### src/rtl/cla_serial_add_ctrl.sv
// cla_serial_add_ctrl: nibble-serial add/subtract sequencer built around one 4-bit carry-lookahead slice
module cla_serial_add_ctrl #(
    parameter int WIDTH = 16
) (
    input  logic             clk,
    input  logic             rst_n,
    input  logic             start,
    input  logic             sub,
    input  logic [WIDTH-1:0] a,
    input  logic [WIDTH-1:0] b,
    input  logic             c_in,
    output logic             busy,
    output logic             done,
    output logic [WIDTH-1:0] sum,
    output logic             c_out,
    output logic             overflow
);
    localparam int N  = WIDTH / 4;
    localparam int IW = N > 1 ? $clog2(N) : 1;

    typedef enum logic [1:0] {IDLE, RUN, DONE} state_t;

    state_t          state, state_nx;
    logic [WIDTH-1:0] op_a, op_b;
    logic            carry;
    logic [IW-1:0]   idx;
    logic [3:0]      na, nb, g, p, nsum;
    logic [4:0]      c;
    logic            last, accept;

    assign accept = start && (state == IDLE || state == DONE);
    assign last   = idx == IW'(N - 1);
    assign busy   = state == RUN;
    assign done   = state == DONE;

    // Current nibble through the carry-lookahead equations
    always_comb begin
        na   = op_a[idx*4 +: 4];
        nb   = op_b[idx*4 +: 4];
        g    = na & nb;
        p    = na ^ nb;
        c[0] = carry;
        c[1] = g[0] | (p[0] & c[0]);
        c[2] = g[1] | (p[1] & g[0]) | (p[1] & p[0] & c[0]);
        c[3] = g[2] | (p[2] & g[1]) | (p[2] & p[1] & g[0]) | (p[2] & p[1] & p[0] & c[0]);
        c[4] = g[3] | (p[3] & g[2]) | (p[3] & p[2] & g[1]) | (p[3] & p[2] & p[1] & g[0])
             | (p[3] & p[2] & p[1] & p[0] & c[0]);
        nsum = p ^ c[3:0];
    end

    // State register
    always_ff @(posedge clk or negedge rst_n) begin
        if (!rst_n)
            state <= IDLE;
        else
            state <= state_nx;
    end

    // Next state: start only matters outside RUN
    always_comb begin
        state_nx = state;
        case (state)
            IDLE:    state_nx = start ? RUN : IDLE;
            RUN:     state_nx = last ? DONE : RUN;
            DONE:    state_nx = start ? RUN : IDLE;
            default: state_nx = IDLE;
        endcase
    end

    // Operand capture on accept, then one nibble per clock with the carry chained in a register
    always_ff @(posedge clk or negedge rst_n) begin
        if (!rst_n) begin
            op_a     <= '0;
            op_b     <= '0;
            carry    <= 1'b0;
            idx      <= '0;
            sum      <= '0;
            c_out    <= 1'b0;
            overflow <= 1'b0;
        end else if (accept) begin
            op_a     <= a;
            op_b     <= sub ? ~b : b;
            carry    <= sub | c_in;
            idx      <= '0;
            sum      <= '0;
            c_out    <= 1'b0;
            overflow <= 1'b0;
        end else if (state == RUN) begin
            sum[idx*4 +: 4] <= nsum;
            carry           <= c[4];
            idx             <= idx + 1'b1;
            if (last) begin
                c_out    <= c[4];
                overflow <= c[3] ^ c[4];
            end
        end
    end
endmodule

### config.mk
export PLATFORM = sky130hd
export DESIGN_NAME = cla_serial_add_ctrl
export DESIGN_NICKNAME = d
export VERILOG_FILES = /design/src/rtl/cla_serial_add_ctrl.sv
export SDC_FILE = /design/constraint.sdc
export NUM_CORES = 1
export LEC_CHECK = 0
export CORE_ASPECT_RATIO = 1.75
export CORE_MARGIN = 8
export CORE_UTILIZATION = 30
export DETAILED_ROUTE_END_ITERATION = 16
export GPL_ROUTABILITY_DRIVEN = 0
export GPL_TIMING_DRIVEN = 0
export SLEW_MARGIN = 20
export SYNTH_ARGS = -nofsm -noshare
export SYNTH_HDL_FRONTEND = slang
export SYNTH_SLANG_ARGS = --single-unit
### constraint.sdc
create_clock -name clk -period 2.8 [get_ports clk]
set_input_delay 0.56 -clock clk [delete_from_list [all_inputs] [get_ports clk]]
set_output_delay 0.56 -clock clk [all_outputs]
set_load 0.05 [all_outputs]
==> impl_metrics.json <==
{
  "power.share.switching_pct": 43.9,
  "cp_slowest_stage_delay_ps": 580,
  "worst_vdd_ir_uv": 506,
  "finalMaxSlewViolations": 0,
  "dp_hpwl_mm": 5.22,
  "pin_count": 57,
  "die-area_um2": 12500,
  "switchingPower_mw": 2.10,
  "cts.repair_timing.setup_buffer_count": 0,
  "p_int_mw": 2.68,
  "setup_tns_ps": 0,
  "cp_max_fo": 10,
  "cts_tree": "built",
  "seqPwrFrac_pct": 27.6,
  "max_slew_margin_pct": 53.0,
  "crit_slowest_cell": "sky130_fd_sc_hd__mux4_2",
  "power.static_leakage_nw": 1.61,
  "layout_worst_path_cycle_share_pct": 93.6,
  "nNetsFinal": 363,
  "floorplan.initialDensity_pct": 30.5,
  "wire_per_inst_um": 15.5,
  "hold_violations": 0,
  "cp-start-kind": "flop",
  "largest_net_degree_at_the_start_of_global_routing": 56,
  "hold_slack_ps": 309,
  "rsz0062_at_grt": "false",
  "final_setup_viols": 0,
  "fin_crit_ps": 2620,
  "root_buffer": "sky130_fd_sc_hd__clkbuf_16",
  "synth.yosys.warnings": 0,
  "placeableCoreArea_um2": 8920,
  "routed_wirelength_mm": 6.76,
  "criticalPathCategory": "reg -> reg",
  "track_usage_pct": 11.9,
  "seq_area_frac_synth_pct": 50.6,
  "comb_power_share_pct": 55.6,
  "yosys_register_bits": 55,
  "antenna_cells": 0,
  "layout-drive-gt1-share_pct": 13.2,
  "critical_path.cell_chain": "buf_4 > buf_6 > mux4_2 > ha_1 > a211oi_1 > o21bai_2 > o21ai_2 > o21ai_1",
  "area_delta_synth_final_pct": 33.4,
  "dieWidth_um": 88.0,
  "tritoncts_num_sinks": 55,
  "run_status": "completed",
  "core.rowCount": 46,
  "routed-via-count": 2060,
  "syn_inst": 254,
  "timing.critical_path.arrival_ps": 2790,
  "synth.distinct_cells": 37,
  "leading_cell_types_in_the_layout_fill_and_taps_excluded": "sky130_fd_sc_hd__nand2_1, sky130_fd_sc_hd__dfrtp_1, sky130_fd_sc_hd__clkdlybuf4s50_1, sky130_fd_sc_hd__o21ai_0, sky130_fd_sc_hd__xnor2_1",
  "critical_path.startpoint": "idx[0]",
  "cts_inserted_buffers": 5,
  "detail_route.drc_violations": 0,
  "timing.hold.worst.class": "in -> async",
  "post_synthesis_cell_area_um2": 2720,
  "crit_path_end_kind": "flop",
  "final.setup_skew_ps": 4.67,
  "mostFrequentLayoutCell": "sky130_fd_sc_hd__nand2_1",
  "synth_nets": 301,
  "crit-reg2reg-launch": "idx[0]",
  "clk_pin_slew_ps": 70,
  "syn_avg_cell_area_um2": 10.7,
  "clk-insertion-delay-late_ps": 300,
  "drt_pass1_iterations": 4,
  "buffer_ports.inserted": 55,
  "avgViaCountPerCell": 4.71,
  "max-clock-path-buffers": 2,
  "max_freq_ghz": 0.382,
  "number_of_global_route_vias_before_repair": 2250,
  "grt_remaining_overflow": 0,
  "least_margin_pin_slew_ps": 705,
  "wire_length_of_the_first_global_routing_pass_mm": 11.2,
  "drv.max_cap_violation_count": 0,
  "cp_data_required_time_ps": 2970,
  "grt_antenna_before_repair": 0,
  "h-tree-depth": 2,
  "clockPowerShare_pct": 16.7,
  "power_density_nw_per_um2": 1320,
  "dr.first_iter.drc_count": 99,
  "chipHeight_um": 142,
  "postRouteAntennaNets": 0
}
[what timing repair did]
| action | 4_1_cts | 5_1_grt |
|---|---|---|
| hold buffers | 0 | 0 |
| setup endpoints to repair | 0 | 7 |
| resized for setup | 0 | 4 |
[through the flow]
stage          total power, mW  cells  util, %  area [um^2]  setup slack (ps)
2_1_floorplan             3.12    254        -         2720               450
3_3_place_gp              3.85    429     38.3         3420              -514
3_5_place_dp              3.90    429     38.3         3420              64.3
4_1_cts                   4.71    437     40.4         3610              54.1
5_1_grt                   5.11    437     40.7         3630              38.7
6_report                  4.78    437     40.7         3630               180
[worst max-delay path: cells and delay by family, from the launching register on]
kind | cells | cell delay (ps)
AOI/OAI and AO/OA | 4 | 800
muxes | 1 | 580
buffers and inverters | 2 | 390
DFF | 1 | 380
adders and majority gates | 1 | 360
[per-layer routing]
metal / track usage, % / share of wire (%) / up-vias
li1: - / - / 993
met1: 11.8 / 37 / 1005
met2: 21.5 / 56 / 47
met3: 2.37 / 3.9 / 15
met4: 7.48 / 3.7 / 0
met5: 0 / 0 / -
[synth_stat cells]
cell                        instances  share of area [%]
sky130_fd_sc_hd__nand2_1           74                 10
sky130_fd_sc_hd__dfrtp_1           55                 51
sky130_fd_sc_hd__o21ai_0           23                4.2
sky130_fd_sc_hd__xnor2_1           17                5.5
sky130_fd_sc_hd__a22o_1             9                2.9
sky130_fd_sc_hd__ha_1               9                4.1
sky130_fd_sc_hd__buf_2              8                1.5
sky130_fd_sc_hd__mux4_2             8                6.6
sky130_fd_sc_hd__nand3_1            4               0.74
sky130_fd_sc_hd__nor2b_1            4               0.92
sky130_fd_sc_hd__a21oi_1            3               0.55
sky130_fd_sc_hd__a21oi_2            3               0.97
sky130_fd_sc_hd__a32o_1             3                1.1
sky130_fd_sc_hd__buf_4              3               0.83
sky130_fd_sc_hd__inv_1              3               0.41
sky130_fd_sc_hd__nor2_1             3               0.41
sky130_fd_sc_hd__o21ai_1            3               0.55
sky130_fd_sc_hd__a211oi_1           2               0.55
sky130_fd_sc_hd__a21o_1             2               0.55
sky130_fd_sc_hd__a2bb2oi_1          1               0.32
sky130_fd_sc_hd__a31oi_1            1               0.23
sky130_fd_sc_hd__and3_1             1               0.23
sky130_fd_sc_hd__buf_6              1               0.41
sky130_fd_sc_hd__clkbuf_1           1               0.14
sky130_fd_sc_hd__fa_1               1               0.74
sky130_fd_sc_hd__inv_2              1               0.14
sky130_fd_sc_hd__inv_4              1               0.23
sky130_fd_sc_hd__mux2i_1            1               0.37
sky130_fd_sc_hd__nand2b_1           1               0.23
sky130_fd_sc_hd__nand2b_4           1               0.51
sky130_fd_sc_hd__nor3_2             1               0.37
sky130_fd_sc_hd__nor3_4             1               0.60
sky130_fd_sc_hd__nor4_4             1               0.78
sky130_fd_sc_hd__o21bai_1           1               0.28
sky130_fd_sc_hd__o31ai_1            1               0.28
sky130_fd_sc_hd__o41ai_2            1               0.60
sky130_fd_sc_hd__xor2_1             1               0.32
[cells by family (layout without fill, tap and decap cells)]
| family | count (synthesis) | after routing | synth area share (%) |
|---|---|---|---|
| buffers and inverters | 18 | 81 | 3.63 |
| flip-flops | 55 | 55 | 50.6 |
| AND/OR/NAND/NOR | 91 | 91 | 15.0 |
| multiplexers | 9 | 9 | 6.99 |
| XOR/XNOR | 18 | 18 | 5.80 |
| AO/OA/AOI/OAI | 53 | 53 | 13.1 |
| adder cells (fa/ha/maj) | 10 | 10 | 4.88 |
[area by class of cell]
cell class	count	area, um^2
Buffer	13	77.6
Clock buffer	6	129
Clock inverter	2	60.1
Fill cell	899	5290
Inverter	5	21.3
Multi-Input combinational cell	181	1270
Sequential cell	55	1380
Tap cell	120	150
Timing Repair Buffer	55	548
[sequential cells by signal, summed over array words and instances (netlist names)]
register  cells
sum          16
overflow      1
state         2
c_out         1
carry         1
op_b         16
op_a         16
idx           2
[worst paths after layout]
path	end	slack [ps]	cells after the start
worst max register to register	sum[11]	180	8
max in group asynchronous	sum[9]	2020	1
worst max-delay path	sum[11]	180	8
min in group clk	op_a[7]	470	2
worst min register to register	op_a[7]	470	2
worst min-delay path	op_b[3]	310	1
[power groups by stage]
stage          clock (mW)  sequential (mW)  combinational, mW
6_report            0.799             1.32               2.66
5_1_grt             0.849             1.37               2.89
4_1_cts             0.814             1.33               2.57
3_5_place_dp            0             1.34               2.56
3_3_place_gp            0             1.32               2.53
2_1_floorplan           0             1.56               1.56
No activity file was read; power rests on OpenSTA's default activity.
